File: src/rtl/vex_axi_pkg.sv
// rtl/vex_axi_pkg.sv - AXI response/burst codes, size helper and initiator FSM states
package vex_axi_pkg;

  localparam logic [1:0] RESP_OKAY   = 2'b00;
  localparam logic [1:0] RESP_EXOKAY = 2'b01;
  localparam logic [1:0] RESP_SLVERR = 2'b10;
  localparam logic [1:0] RESP_DECERR = 2'b11;

  localparam logic [1:0] BURST_INCR  = 2'b01;

  function automatic logic [2:0] axi_size(input int data_w);
    case (data_w)
      8:       return 3'd0;
      16:      return 3'd1;
      32:      return 3'd2;
      64:      return 3'd3;
      128:     return 3'd4;
      default: return 3'd2;
    endcase
  endfunction

  typedef enum logic [2:0] {
    ST_IDLE,
    ST_WR_ADDR,
    ST_WR_DATA,
    ST_WR_RESP,
    ST_RD_ADDR,
    ST_RD_DATA,
    ST_DONE
  } init_state_t;

endpackage

File: src/rtl/axi_pattern_gen.sv
// rtl/axi_pattern_gen.sv - test pattern SEED+idx replicated into every 32-bit lane
module axi_pattern_gen #(
  parameter int          DATA_W = 32,
  parameter logic [31:0] SEED   = 32'hA5A5_0000,
  parameter int          IDX_W  = 8
) (
  input  logic [IDX_W-1:0]  idx,
  output logic [DATA_W-1:0] data
);

  logic [31:0] word;

  assign word = SEED + 32'(idx);
  assign data = {(DATA_W/32){word}};

endmodule

File: src/rtl/axi_ram_initiator.sv
// rtl/axi_ram_initiator.sv - AXI4 pattern fill and read-back checker; AXI_INIT_CHECK_EN enables read-back
module axi_ram_initiator
  import vex_axi_pkg::*;
#(
  parameter int               ADDR_W    = 32,
  parameter int               DATA_W    = 32,
  parameter int               ID_W      = 4,
  parameter logic [ADDR_W-1:0] BASE_ADDR = '0,
  parameter int               WORDS     = 64,
  parameter int               BURST_LEN = 8,
  parameter logic [31:0]      SEED      = 32'hA5A5_0000
) (
  input  logic                clk,
  input  logic                reset,
  input  logic                start,
  output logic                busy,
  output logic                done,
  output logic                error,
  output logic [15:0]         err_count,
  output logic [ADDR_W-1:0]   first_err_addr,
  output logic [ID_W-1:0]     awid,
  output logic [ADDR_W-1:0]   awaddr,
  output logic [7:0]          awlen,
  output logic [2:0]          awsize,
  output logic [1:0]          awburst,
  output logic                awvalid,
  input  logic                awready,
  output logic [DATA_W-1:0]   wdata,
  output logic [DATA_W/8-1:0] wstrb,
  output logic                wlast,
  output logic                wvalid,
  input  logic                wready,
  input  logic [ID_W-1:0]     bid,
  input  logic [1:0]          bresp,
  input  logic                bvalid,
  output logic                bready,
  output logic [ID_W-1:0]     arid,
  output logic [ADDR_W-1:0]   araddr,
  output logic [7:0]          arlen,
  output logic [2:0]          arsize,
  output logic [1:0]          arburst,
  output logic                arvalid,
  input  logic                arready,
  input  logic [ID_W-1:0]     rid,
  input  logic [DATA_W-1:0]   rdata,
  input  logic [1:0]          rresp,
  input  logic                rlast,
  input  logic                rvalid,
  output logic                rready
);

  localparam int BYTES       = DATA_W / 8;
  localparam int BURST_BYTES = BURST_LEN * BYTES;
  localparam int NBURST      = WORDS / BURST_LEN;
  localparam int IDX_W       = $clog2(WORDS + 1);
  localparam int BCNT_W      = $clog2(BURST_LEN + 1);
  localparam int BUR_W       = $clog2(NBURST + 1);
  localparam logic [BCNT_W-1:0] LAST_BEAT  = BCNT_W'(BURST_LEN - 1);
  localparam logic [BUR_W-1:0]  LAST_BURST = BUR_W'(NBURST - 1);

  init_state_t       state, state_n;
  logic [IDX_W-1:0]  beat, beat_n;
  logic [BCNT_W-1:0] bcnt, bcnt_n;
  logic [BUR_W-1:0]  burst, burst_n;
  logic [DATA_W-1:0] pat_next;
  logic              bad_b;
  logic              unused_in;

  function automatic logic [ADDR_W-1:0] burst_addr(input logic [BUR_W-1:0] b);
    return BASE_ADDR + ADDR_W'(b) * ADDR_W'(BURST_BYTES);
  endfunction

  assign awid    = '0;
  assign awlen   = 8'(BURST_LEN - 1);
  assign awsize  = axi_size(DATA_W);
  assign awburst = BURST_INCR;
  assign arid    = '0;
  assign arlen   = 8'(BURST_LEN - 1);
  assign arsize  = axi_size(DATA_W);
  assign arburst = BURST_INCR;

  // Write data is registered, so the generator looks at the index of the beat about to be presented.
  axi_pattern_gen #(.DATA_W(DATA_W), .SEED(SEED), .IDX_W(IDX_W)) u_pat_wr (
    .idx  (beat_n),
    .data (pat_next)
  );

  assign bad_b = (state == ST_WR_RESP) && bvalid && (bresp != RESP_OKAY);

  always_comb begin
    state_n = state;
    beat_n  = beat;
    bcnt_n  = bcnt;
    burst_n = burst;
    case (state)
      ST_IDLE: if (start) begin
        state_n = ST_WR_ADDR;
        beat_n  = '0;
        bcnt_n  = '0;
        burst_n = '0;
      end
      ST_WR_ADDR: if (awvalid && awready) state_n = ST_WR_DATA;
      ST_WR_DATA: if (wvalid && wready) begin
        beat_n = beat + IDX_W'(1);
        if (bcnt == LAST_BEAT) begin
          bcnt_n  = '0;
          state_n = ST_WR_RESP;
        end else begin
          bcnt_n = bcnt + BCNT_W'(1);
        end
      end
      ST_WR_RESP: if (bready && bvalid) begin
        if (burst == LAST_BURST) begin
          burst_n = '0;
          beat_n  = '0;
`ifdef AXI_INIT_CHECK_EN
          state_n = ST_RD_ADDR;
`else
          state_n = ST_DONE;
`endif
        end else begin
          burst_n = burst + BUR_W'(1);
          state_n = ST_WR_ADDR;
        end
      end
`ifdef AXI_INIT_CHECK_EN
      ST_RD_ADDR: if (arvalid && arready) state_n = ST_RD_DATA;
      ST_RD_DATA: if (rready && rvalid) begin
        beat_n = beat + IDX_W'(1);
        // The burst length is ours; a misplaced rlast is reported, never obeyed.
        if (bcnt == LAST_BEAT) begin
          bcnt_n = '0;
          if (burst == LAST_BURST) begin
            state_n = ST_DONE;
          end else begin
            burst_n = burst + BUR_W'(1);
            state_n = ST_RD_ADDR;
          end
        end else begin
          bcnt_n = bcnt + BCNT_W'(1);
        end
      end
`endif
      ST_DONE: state_n = ST_IDLE;
      default: state_n = ST_IDLE;
    endcase
  end

`ifdef AXI_INIT_CHECK_EN
  logic [DATA_W-1:0] pat_cur;
  logic              bad_r;

  axi_pattern_gen #(.DATA_W(DATA_W), .SEED(SEED), .IDX_W(IDX_W)) u_pat_rd (
    .idx  (beat),
    .data (pat_cur)
  );

  assign bad_r = (state == ST_RD_DATA) && rvalid &&
                 ((rdata != pat_cur) || (rresp != RESP_OKAY) || (rlast != (bcnt == LAST_BEAT)));
  assign unused_in = ^{bid, rid};

  always_ff @(posedge clk or posedge reset) begin
    if (reset) begin
      arvalid <= 1'b0;
      araddr  <= '0;
      rready  <= 1'b0;
    end else begin
      arvalid <= (state_n == ST_RD_ADDR);
      if (state_n == ST_RD_ADDR) araddr <= burst_addr(burst_n);
      rready  <= (state_n == ST_RD_DATA);
    end
  end
`else
  assign arvalid   = 1'b0;
  assign araddr    = '0;
  assign rready    = 1'b0;
  assign unused_in = ^{bid, rid, arready, rdata, rresp, rlast, rvalid};
`endif

  always_ff @(posedge clk or posedge reset) begin
    if (reset) begin
      state          <= ST_IDLE;
      beat           <= '0;
      bcnt           <= '0;
      burst          <= '0;
      busy           <= 1'b0;
      done           <= 1'b0;
      awvalid        <= 1'b0;
      awaddr         <= '0;
      wvalid         <= 1'b0;
      wlast          <= 1'b0;
      wdata          <= '0;
      wstrb          <= '0;
      bready         <= 1'b0;
      error          <= 1'b0;
      err_count      <= '0;
      first_err_addr <= '0;
    end else begin
      state   <= state_n;
      beat    <= beat_n;
      bcnt    <= bcnt_n;
      burst   <= burst_n;
      busy    <= (state_n != ST_IDLE) && (state_n != ST_DONE);
      done    <= (state_n == ST_DONE);
      awvalid <= (state_n == ST_WR_ADDR);
      if (state_n == ST_WR_ADDR) awaddr <= burst_addr(burst_n);
      wvalid  <= (state_n == ST_WR_DATA);
      wlast   <= (state_n == ST_WR_DATA) && (bcnt_n == LAST_BEAT);
      if (state_n == ST_WR_DATA) begin
        wdata <= pat_next;
        wstrb <= '1;
      end
      bready  <= (state_n == ST_WR_RESP);

      if (state == ST_IDLE && start) begin
        error          <= 1'b0;
        err_count      <= '0;
        first_err_addr <= '0;
      end else begin
        // awaddr still holds the address of the burst being acknowledged.
        if (bad_b) begin
          error <= 1'b1;
          if (!error) first_err_addr <= awaddr;
`ifndef AXI_INIT_CHECK_EN
          if (err_count != 16'hFFFF) err_count <= err_count + 16'd1;
`endif
        end
`ifdef AXI_INIT_CHECK_EN
        if (bad_r) begin
          error <= 1'b1;
          if (!error) first_err_addr <= BASE_ADDR + ADDR_W'(beat) * ADDR_W'(BYTES);
          if (err_count != 16'hFFFF) err_count <= err_count + 16'd1;
        end
`endif
      end
    end
  end

endmodule

File: config.mk
export PLATFORM = sky130hd
export DESIGN_NAME = axi_ram_initiator
export DESIGN_NICKNAME = d
export VERILOG_FILES = /design/src/rtl/vex_axi_pkg.sv /design/src/rtl/axi_pattern_gen.sv /design/src/rtl/axi_ram_initiator.sv
export SDC_FILE = /design/constraint.sdc
export NUM_CORES = 1
export LEC_CHECK = 0
export CAP_MARGIN = 15
export CORE_MARGIN = 8
export CORE_UTILIZATION = 29
export CTS_CLUSTER_SIZE = 8
export DETAILED_ROUTE_END_ITERATION = 6
export PLACE_DENSITY = 0.68
export SETUP_SLACK_MARGIN = 0.4
export SLEW_MARGIN = 20
export SYNTH_ARGS = -nofsm -noshare
export SYNTH_HDL_FRONTEND = slang
export SYNTH_HIERARCHICAL = 1
export SYNTH_SLANG_ARGS = --single-unit
File: constraint.sdc
create_clock -name clk -period 6.35 [get_ports clk]
set_input_delay 1.5875 -clock clk [delete_from_list [all_inputs] [get_ports clk]]
set_output_delay 1.5875 -clock clk [all_outputs]
set_load 0.05 [all_outputs]
[Word-level counts from Yosys, hierarchy flattened]
Index checks and enable logic that the tools add are counted.
Word-level totals
  register bits after elaboration: 110
  input bits: 53
Operators by class
  $add $sub $neg: 5
  eq/ne operators: 13
  multiplexer cells: 28
  reductions and logical operators: 15
Operators with widths (number)
  $mux W32: 3
  $mux W16: 3
  $add A32 B7 Y32 const A: 1
  $mux W7: 4
  $mux W4: 6
  $pmux W7 S3: 1
  $mux W3: 6
  $add A16 B1 Y16 const B: 1
  $ne A16 B16 Y1 const B: 1
  $pmux W4 S2: 2
  $eq A3 B2 Y1 const B: 4
  $eq A4 B3 Y1 const B: 3
  $pmux W3 S4: 1
  $add A4 B1 Y4 const B: 2
  $logic_and A1 B1 Y1: 8
  $add A7 B1 Y7 const B: 1
  $eq A3 B1 Y1 const B: 2
  $reduce_bool A2 Y1: 3
  $reduce_and A2 Y1: 2
  $eq A3 B3 Y1 const B: 1
  $logic_not A3 Y1: 1
  $ne A3 B3 Y1 const B: 1
  $reduce_bool A3 Y1: 1
  $mux W1: 2
  $ne A2 B1 Y1 const B: 1

[Depth between registers and ports, before layout]
Gate-level depths: netlist of run 1.
  word-level depth: 6
  depth in mapped cells: 8

[Hierarchy]
The synthesis of run 1 kept the hierarchy.
By module, submodules not included
  axi_ram_initiator: instances 1, cells an instance 452, area an instance 4658.2 sq um
  axi_pattern_gen: instances 1, cells an instance 34, area an instance 247.7 sq um

[Worst setup path after synthesis of run 1]
Ideal clock, no wire load.
  path kind: input to register
  start point: input bvalid
  end point: register wdata[0]
  setup time: 0.128 ns
  data arrival time: 3.132 ns
  slack: 3.090 ns
  stages on the path: 8
  path buffers: 2
  cells stage by stage: and2_1 clkbuf_1 nand2_1 a211o_1 a21o_1 mux2_2 buf_4 mux2_1
Between the ends
  cells in the longest elaborated chain, start to end: 4
  elaborated cells between the ends (all ways): 7
RTL lines
  from (decl): RTL line axi_ram_initiator.sv:35  | input logic bvalid,
  $logic_and A1 B1 Y1: RTL line axi_ram_initiator.sv:112  | ST_WR_RESP: if (bready && bvalid) begin
  $mux W7: RTL line axi_ram_initiator.sv:112
  $pmux W7 S3: RTL line axi_ram_initiator.sv:95  | case (state)
  net beat_n[0]: RTL line axi_ram_initiator.sv:62  | logic [IDX_W-1:0] beat, beat_n;
  $add A32 B7 Y32: RTL line axi_pattern_gen.sv:13  | assign word = SEED + 32'(idx);
  net pat_next[0]: RTL line axi_ram_initiator.sv:65  | logic [DATA_W-1:0] pat_next;
  to (signal assigned): RTL line axi_ram_initiator.sv:210  | wdata <= pat_next;
  to (decl): RTL line axi_ram_initiator.sv:28  | output logic [DATA_W-1:0] wdata,
The timed path passes the listed nets, and every way through them passes these cells.
A chain may end at the register's enable or synchronous reset.

[Final worst setup path of run 1]
  start point: input bvalid
  end point: register wdata[2]
Between the ends
  cells in the longest elaborated chain, start to end: 4
  elaborated cells between the ends (all ways): 7
RTL lines (RTL line)
  $logic_and A1 B1 Y1 (*): axi_ram_initiator.sv:112
  $mux W7 or $mux W3 (tied branches): axi_ram_initiator.sv:112
  $pmux W7 S3 or $pmux W3 S4 (tied branches): axi_ram_initiator.sv:95
  $add A32 B7 Y32 or $eq A3 B2 Y1 (tied branches): axi_pattern_gen.sv:13, axi_ram_initiator.sv:209
Every way passes the cells marked *; elsewhere a longest branch is shown, timed or not.

==> summary.txt, run 1 <==
Run status
  • Status: completed

GRT
  • GRT Residual Overflow: 0
  • Vias in the first global route: 3220
  • Initial antenna violation count: 1
  • Total Routing Usage GR: 0.09725
  • Largest net degree at the start of global routing: 48
  • First-pass GRT wire length: 16910 µm

Place
  • Final HPWL DP: 7662 µm
  • Pre-CTS setup slack: 2.417 ns
  • Placed cell area: 5226 µm²
  • RePlAce Congestion: 0.7339
  • IO Port Bufs: 74

Power
  • Sequential Power Share: 0.302
  • Internal power: 0.001372 W
  • Sw frac: 0.4839
  • VDD IR max: 0.3578 mV
  • Pwr dens: 482.3 nW/µm²
  • Clk pwr share: 0.190
  • Sw power: 0.001287 W
  • Combinational power share: 0.508
  • Static Leak: 2.556 nW

Worst setup path
  • CP cell instances: clkdlybuf4s50_1, and2_1, a21oi_1, a211oi_4, nand2_4, mux2_1
  • Worst EP arrival: 3.80 ns
  • R2r startpoint: state[1]
  • Worst R2R Path Depth: 5
  • WP data required: 6.57 ns
  • Worst setup EP type: flip-flop
  • Max FO, Critical Path: 34
  • Crit-path slowest cell: clkdlybuf4s50_1
  • Critical path type: in -> reg
  • CP peak stage delay: 0.50 ns
  • Kind of start point of the critical path: input pin
  • Crit path launch: bvalid

Worst hold path
  • Worst hold start: wdata[11]
  • Worst hold path depth: 1
  • Worst hold path type: reg -> reg

Logic synthesis
  • Yosys reg bits: 82
  • Asr flop ratio synth: 1.000
  • Dominant cell type by area after synthesis: dfrtp_1
  • Synth Area in XOR/XNOR: 0.01785
  • Syn Inst Count: 486
  • EDFF count, synth: 0
  • Synth Area in Compound Gates: 0.05840
  • Syn avg cell area: 10.09 µm²
  • Post-synthesis adder-cell area fraction: 0.01020
  • Synthesized area: 4906 µm²
  • Yosys cell types: 49
  • Post-synthesis mux area share: 0.09513
  • Synth Area in Simple Gates: 0.1344
  • Seq/Total Area, Yosys: 0.4183
  • Main area contributors after synthesis: dfrtp_1, buf_4, mux2_1
  • Largest family of logic cells by synthesized area: buffers and inverters
  • Yosys Warn Count: 6
  • Main synth FF type: dfrtp_1
  • Top cell type's share of synthesized area: 0.4183

Timing
  • Tcrit/Tclk final: 0.5642
  • Sum of negative setup slack: 0 ns
  • Hold WS: 0.4908 ns
  • Final setup fails: 0
  • Final Max Tran Viols: 0
  • Worst slew pin tran: 0.6118 ns
  • RSZ-0062 raised after global routing: false
  • Setup WS post-layout: 2.767 ns
  • Setup Skew: 0.01006 ns
  • Max-Slew Margin vs Limit: 0.5917
  • Min Tclk post-route: 3.583 ns
  • FMAX: 0.2791 GHz
  • Final hold viol count: 0

Drt
  • Avg WL per Cell: 13.18 µm
  • Vias: 3039
  • Final antenna-violating net count: 0
  • Initial DRT Pass Iterations: 4
  • Post-Route WL: 10160 µm
  • Drt initial violations: 104
  • Vias per cell: 3.942
  • DRC: 0

Cells and area
  • Post-layout net count: 603
  • Filler instances: 1700
  • Util after Layout: 0.3324
  • Most frequent cells in the layout: conb_1, dfrtp_1, clkdlybuf4s50_1
  • Most common cell after layout, fill and taps aside: conb_1
  • N_diodes: 0
  • Final instance area: 5513 µm²
  • Synth-to-layout area growth: 12.37%
  • Share of cells above drive strength 1: 0.06897

Clock tree
  • Clock Tree Root: clkbuf_16
  • CTS Buffer Depth: 2
  • Hold buffers post-CTS: 0
  • Post_cts resized: 0
  • Max H-tree Level: 3
  • CTS tree: built
  • CTS clk-pin slew, worst paths: 0.07 ns
  • TritonCTS Buffers: 9
  • Postcts setup bufs: 0
  • Clock latency on the worst-skew pair: 0.34 ns
  • Clk sinks: 82

Floorplan
  • Die area: 21340 µm²
  • # IOs: 244
  • Core area: 16580 µm²
  • Overall die height: 146.1 µm
  • Die Width: 146.1 µm
  • Site Rows: 47
  • Initial core utilization: 0.2958

Job
  • Max cap viols: 0
## layout make-up
type	count	area (µm²)	share of cell area
Clock inverter	6	47.55	0.008625
Inverter	7	27.53	0.004993
Multi-Input combinational cell	370	2116	0.3838
Clock buffer	10	239.0	0.04335
Tap cell	220	275.3	0.04993
Timing Repair Buffer	76	755.7	0.1371
Sequential cell	82	2052	0.3722
## cells in the mapped netlist, types with 2 or more instances
master and n:
buf_4 163, dfrtp_1 82, nand2_1 35, nor2_1 29, mux2_1 28, o21ai_0 19, nand3_1 13, mux2_2 9
inv_1 7, nand4_1 7, a21oi_1 6, xnor2_1 6, and4_1 5, clkbuf_1 5, mux2i_1 5, a22o_1 4
a31oi_1 4, and2_1 4, buf_2 4, conb_1 4, ha_1 4, nor3_1 4, nor4_2 4, xor2_1 4
a21o_1 2, and3_1 2, nor2b_1 2, o311ai_0 2, o31ai_1 2, or4_1 2
## metal layers
metal | global-route usage | share of wire
met3 | 0.08158 | 0.17
met2 | 0.1472 | 0.43
met1 | 0.1028 | 0.39
met5 | 0 | 0.0013
met4 | 0.01855 | 0.0069
## state kept, by name, indices dropped and copies added (netlist names)
register	cells
wvalid	1
bcnt	4
err_count	16
wstrb	1
state	3
beat	7
awvalid	1
first_err_addr	4
busy	1
burst	4
bready	1
wdata	32
error	1
awaddr	4
wlast	1
done	1
## power by group through the flow
stage / Sequential (W) / Combinational, W / Clock (W)
final: 0.000803 / 0.00135 / 0.000505
after global placement: 0.000802 / 0.00135 / 0
after detailed placement: 0.000812 / 0.00136 / 0
after CTS: 0.000805 / 0.00136 / 0.000525
after floorplan: 0.00121 / 0.000671 / 0
after global routing: 0.000828 / 0.00145 / 0.000544
## cell families after synthesis
group,Yosys count
muxes,42
other,4
adders and majority gates,4
buffers and inverters,179
and+or+nand+nor,121
DFF,82
AOI/OAI and AO/OA,44
xor gates and xnor gates,10
## per-stage QoR
step                total power (W)  instances
floorplan                  0.001882        631
global placement           0.002157        755
detailed placement         0.002172        755
CTS                        0.002695        771
global route               0.002820        771
finish                     0.002659        771
## worst paths after layout
kind / end / slack [ns]
min in group asynchronous: wdata[13] / 1.62
max: wdata[2] / 2.77
min: wdata[11] / 0.49
max reg2reg: wdata[18] / 3.79
min reg2reg: wdata[11] / 0.49
max in group asynchronous: err_count[6] / 3.69
## critical path, delay by kind of cell
kind	cells	cell delay [ns]
and+or+nand+nor	2	0.67
AOI/OAI and AO/OA	2	0.59
muxes	1	0.43
buffers and inverters	1	0.50
(Power assumes the default switching activity.)
==> run 2, diff against run 1 <==
Settings changed: PLACE_DENSITY 0.68 to 0.7.
Clock period 6.35 ns to 3.1 ns, I/O delays scaled along.
==> run 2 against run 1 <==
Global-route usage about the same. First-iteration DRC count up 29%. Largest cell class unchanged. Non-clock buffer count up 7. Combinational power up 110%. Highest routed layer unchanged. Sequential power up 100%. Clock-buffer cell count down 1. Utilization up 0.55 points. Worst setup slack worse by 2.3 ns. Die area unchanged. Largest power group unchanged.
==> summary.txt, run 2 (synthesized netlist as in run 1, its figures left out) <==
Timing
  • Hold WS: 0.4816 ns
  • Worst slew pin tran: 0.5752 ns
  • Tcrit/Tclk final: 0.8383
  • RSZ-0062 raised after global routing: false
  • Min Tclk post-route: 2.599 ns
  • Final Max Tran Viols: 0
  • Setup Skew: 0.008486 ns
  • Max-Slew Margin vs Limit: 0.6157
  • Sum of negative setup slack: 0 ns
  • Final setup fails: 0
  • FMAX: 0.3848 GHz
  • Final hold viol count: 0

Place
  • Final HPWL DP: 7615 µm
  • IO Port Bufs: 74
  • Placed cell area: 5306 µm²
  • RePlAce Congestion: 0.7522

Cells and area
  • Most frequent cells in the layout: conb_1, dfrtp_1, clkdlybuf4s50_1
  • Most common cell after layout, fill and taps aside: conb_1
  • Final instance area: 5604 µm²
  • Reg with most FFs: wdata
  • Synth-to-layout area growth: 14.23%
  • Share of cells above drive strength 1: 0.08065
  • Largest register FFs: 32
  • Util after Layout: 0.3379
  • Largest regs: wdata: 32 flops, err_count: 16 flops, beat: 7 flops
  • N_diodes: 0
  • Post-layout net count: 610

Worst setup path
  • Worst setup EP type: flip-flop
  • Critical path type: in -> reg
  • FF-to-FF End: awaddr[5]
  • Worst EP arrival: 2.83 ns
  • Kind of start point of the critical path: input pin
  • Crit path launch: bvalid
  • WP data required: 3.33 ns
  • Max FO, Critical Path: 6
  • Crit path to: wdata[0]
  • Worst R2R Path Depth: 6
  • R2r startpoint: state[1]
  • Register-to-register setup slack: 0.66 ns

Clock tree
  • Clk sinks: 82
  • Hold buffers post-CTS: 0
  • Post_cts resized: 0
  • Postcts setup bufs: 0
  • CTS clk-pin slew, worst paths: 0.07 ns
  • TritonCTS Buffers: 9
  • Clock Tree Root: clkbuf_16
  • CTS tree: built
  • CTS Buffer Depth: 2
  • Clock latency on the worst-skew pair: 0.35 ns
  • Max H-tree Level: 3

Run status
  • Status: completed

Drt
  • DRC: 0
  • Vias per cell: 3.959
  • Avg WL per Cell: 13.05 µm
  • Final antenna-violating net count: 0
  • Vias: 3080
  • Drt initial violations: 134
  • Post-Route WL: 10150 µm
  • Initial DRT Pass Iterations: 4

Floorplan
  • Die Width: 146.1 µm
  • Die area: 21340 µm²
  • Overall die height: 146.1 µm
  • # IOs: 244
  • Site Rows: 47
  • Initial core utilization: 0.2958
  • Core area: 16580 µm²

GRT
  • Total Routing Usage GR: 0.09726
  • First-pass GRT wire length: 16910 µm
  • GRT Residual Overflow: 0
  • Initial antenna violation count: 1
  • Largest net degree at the start of global routing: 83
  • Vias in the first global route: 3180

Power
  • Clk pwr share: 0.190
  • Combinational power share: 0.516
  • Sw frac: 0.4834
  • Static Leak: 2.598 nW
  • VDD IR max: 0.8052 mV
  • Internal power: 0.002869 W
  • Pwr dens: 991.0 nW/µm²
  • Total power draw: 0.005554 W
  • Sequential Power Share: 0.295
  • Sw power: 0.002685 W

Worst hold path
  • Worst hold start: beat[6]
  • Worst hold path type: reg -> reg

Job
  • Max cap viols: 0
==> run 2: cell count changes in the layout (fill, tap and decap cells not counted), sizes merged <==
cell	previous run	this run
clkinvlp	1	2
clkbuf	10	9
buf	2	9
==> run 2: routing by layer <==
layer	up-vias	GRT usage	share of wire
met4	2	0.02937	0.012
met3	11	0.07417	0.16
li1	1462	-	-
met5	-	0	0.0013
met1	1464	0.09985	0.37
met2	141	0.1516	0.46
==> run 2: worst min-delay path by stage <==
stage / to / slack, ns / cells after the start
global placement: beat[6] / 0.47 / 1
floorplan: beat[6] / 0.44 / 1
global route: beat[6] / 0.49 / 1
detailed placement: beat[6] / 0.47 / 1
CTS: beat[6] / 0.48 / 1
finish: beat[6] / 0.48 / 1
==> run 2: stage by stage <==
step | setup WS, ns | cells
6_report | 0.5013 | 778
5_1_grt | 0.4134 | 778
4_1_cts | 0.5168 | 778
3_5_place_dp | 0.1413 | 762
3_3_place_gp | 0.1562 | 762
2_1_floorplan | 0.6529 | 631
==> run 2: critical path, cell delays in order <==
cell,delay (ns)
clkdlybuf4s50_1,0.54
and2_1,0.24
nand2_1,0.12
a211o_1,0.40
a21o_1,0.20
mux2_2,0.27
mux2_1,0.28
==> run 2: power groups by stage <==
stage / Sequential [W] / Clock (W) / Combinational (W)
2_1_floorplan: 0.00248 / 0 / 0.00137
3_3_place_gp: 0.00164 / 0 / 0.00286
3_5_place_dp: 0.00166 / 0 / 0.00287
4_1_cts: 0.00164 / 0.00111 / 0.00289
5_1_grt: 0.00169 / 0.00115 / 0.00305
6_report: 0.00164 / 0.00105 / 0.00286
==> run 2: cell type report <==
| class | count | area (µm²) |
|---|---|---|
| fill | 1702 | 10980 |
| clock inverter | 7 | 72.57 |
| inverter | 7 | 30.03 |
| sequential | 82 | 2052 |
| timing repair buffer | 83 | 833.3 |
| clock buffer | 9 | 225.2 |
| tap | 220 | 275.3 |
| multi-input combinational | 370 | 2116 |
==> run 3, diff against run 2 <==
Clock period 3.1 ns to 2.1 ns, I/O delays scaled along.
==> run 3 against run 2 <==
Register-to-register slack got worse by 0.58 ns. Global-route usage rose by 0.47 points. Worst setup slack got worse by 0.43 ns. Flip-flop and latch count did not move. Clock skew barely moved. Utilization rose by 5.7 points. Largest cell class unchanged. Final cell count rose by 6.6%. Sequential share of layout area fell by 5.0 points. Clock-buffer cell count did not move. Sequential power rose by 47%. Via count rose by 7.5%.
==> summary.txt, run 3 (synthesized netlist as in run 1, its figures left out) <==
Run status
  • Status: completed

Place
  • RePlAce Congestion: 0.8040
  • Final HPWL DP: 8065 µm
  • Pre-CTS setup slack: -0.3935 ns
  • IO Port Bufs: 74
  • Post-Place Cells: 785

Timing
  • RSZ-0062 raised after global routing: true
  • Setup WS post-layout: 0.07591 ns
  • Sum of negative setup slack: 0 ns
  • Final setup fails: 0
  • Tcrit/Tclk final: 0.9639
  • Min Tclk post-route: 2.024 ns
  • FMAX: 0.4940 GHz
  • Final hold viol count: 0
  • Hold WS: 0.5108 ns
  • Final Max Tran Viols: 0
  • Setup Skew: 0.008049 ns

Clock tree
  • Clk sinks: 82
  • Clock latency on the worst-skew pair: 0.34 ns
  • Clock Tree Root: clkbuf_16
  • CTS tree: built
  • CTS clk-pin slew, worst paths: 0.06 ns
  • CTS Buffer Depth: 2
  • Max H-tree Level: 3
  • TritonCTS Buffers: 9

GRT
  • Vias in the first global route: 3471
  • Total Routing Usage GR: 0.1020
  • First-pass GRT wire length: 18150 µm
  • GRT Residual Overflow: 0
  • Initial antenna violation count: 0
  • Largest net degree at the start of global routing: 32

Cells and area
  • Layout Cells excl Fill: 829
  • Reg with most FFs: wdata
  • Most common cell after layout, fill and taps aside: conb_1
  • N_diodes: 0
  • Filler instances: 1634
  • Largest register FFs: 32
  • FF/Latch Area: 2071 µm²
  • Area of the multi-input gates: 2531 µm²
  • Share of cells above drive strength 1: 0.4105
  • Largest regs: wdata: 32 flops, err_count: 16 flops, beat: 7 flops
  • Post-layout net count: 661
  • Most frequent cells in the layout: conb_1, dfrtp_1, buf_4
  • Synth-to-layout area growth: 33.38%

Floorplan
  • Overall die height: 146.1 µm
  • Die Width: 146.1 µm
  • # IOs: 244
  • Core area: 16580 µm²
  • Site Rows: 47
  • Die area: 21340 µm²
  • Initial core utilization: 0.2958

Job
  • Max cap viols: 0

Worst setup path
  • Critical path type: reg -> reg
  • WP data required: 2.32 ns
  • Cell family with most CP delay: multiplexers
  • Most used cell along the critical path: mux2_4
  • Max FO, Critical Path: 4
  • CP cell instances: ha_2, and3b_2, nand2_4, a211o_1, a21o_1, mux2_4, mux2_4
  • Worst EP arrival: 2.25 ns
  • Kind of start point of the critical path: flip-flop
  • Worst setup EP type: flip-flop
  • Buf/Inv on CP: 0
  • Crit-path slowest cell: dfrtp_1
  • CP peak stage delay: 0.37 ns

Power
  • Sequential Power Share: 0.245
  • Sw power: 0.004340 W
  • Pwr dens: 1504 nW/µm²
  • Static Leak: 3.218 nW
  • VDD IR max: 1.085 mV
  • Sw frac: 0.4410
  • Total power draw: 0.009840 W
  • Internal power: 0.005501 W
  • Clk pwr share: 0.189
  • Combinational power share: 0.566

Drt
  • Post-Route WL: 11170 µm
  • DRC: 0
  • Final antenna-violating net count: 0
  • Vias per cell: 3.995
  • Vias: 3312
  • Avg WL per Cell: 13.47 µm
  • Initial DRT Pass Iterations: 4
  • Drt initial violations: 104

Worst hold path
  • Worst hold path type: reg -> reg
-- run 3: changes by cell type in the layout (fill, tap and decap cells not counted), moves of 16 or more --
cell	change
clkdlybuf4s15_2	+29
mux2_1	-27
buf_6	+16
clkdlybuf4s50_1	-69
mux2_4	+34
o21ai_0	-16
buf_4	+60
-- run 3: power by group through the flow --
stage | Combinational, W | Clock, W | Sequential, W
finish | 0.00557 | 0.00186 | 0.00241
global route | 0.00588 | 0.00198 | 0.00248
CTS | 0.00527 | 0.00192 | 0.00240
detailed placement | 0.00501 | 0 | 0.00243
global placement | 0.00495 | 0 | 0.00242
floorplan | 0.00259 | 0 | 0.00371
-- run 3: per-layer routing --
layer,share of wire,global-route usage,wire [µm],vias up
met5,0,0,0,-
met4,0.014,0.02731,153,0
met3,0.11,0.05933,1282,16
met2,0.48,0.1637,5387,138
met1,0.39,0.1134,4343,1593
li1,-,-,-,1565
-- run 3: path summary, 6_finish.rpt --
kind	startpoint	endpoint	slack (ns)	cells after the start
worst max register to register	burst[0]	wdata[0]	0.08	7
max in group asynchronous	reset	err_count[0]	1.02	3
worst max-delay path	burst[0]	wdata[0]	0.08	7
worst min-delay path	wdata[1]	wdata[1]	0.51	1
worst min register to register	wdata[1]	wdata[1]	0.51	1
min in group asynchronous	reset	wdata[21]	0.57	2
-- run 3: area by class of cell --
| type | instances | share of cell area |
|---|---|---|
| inverter | 7 | 0.004589 |
| timing repair buffer | 133 | 0.1967 |
| clock buffer | 9 | 0.03442 |
| multi-input combinational | 371 | 0.3868 |
| clock inverter | 7 | 0.01893 |
| tap | 220 | 0.04206 |
| sequential | 82 | 0.3164 |
-- run 3: repair_timing --
item / 4_1_cts / 5_1_grt
hold buffers: 0 / 0
setup endpoints to repair: 105 / 77
buffers inserted: 17 / 8
gates resized for setup: 146 / 49
gates cloned: 1 / 2
pin swaps: 14 / 22
-- run 3: through the flow --
stage	utilization	instance area, µm²
after floorplan	-	5756
after global placement	0.3422	5675
after detailed placement	0.3422	5675
after CTS	0.3821	6336
after global routing	0.3946	6544
final	0.3946	6544
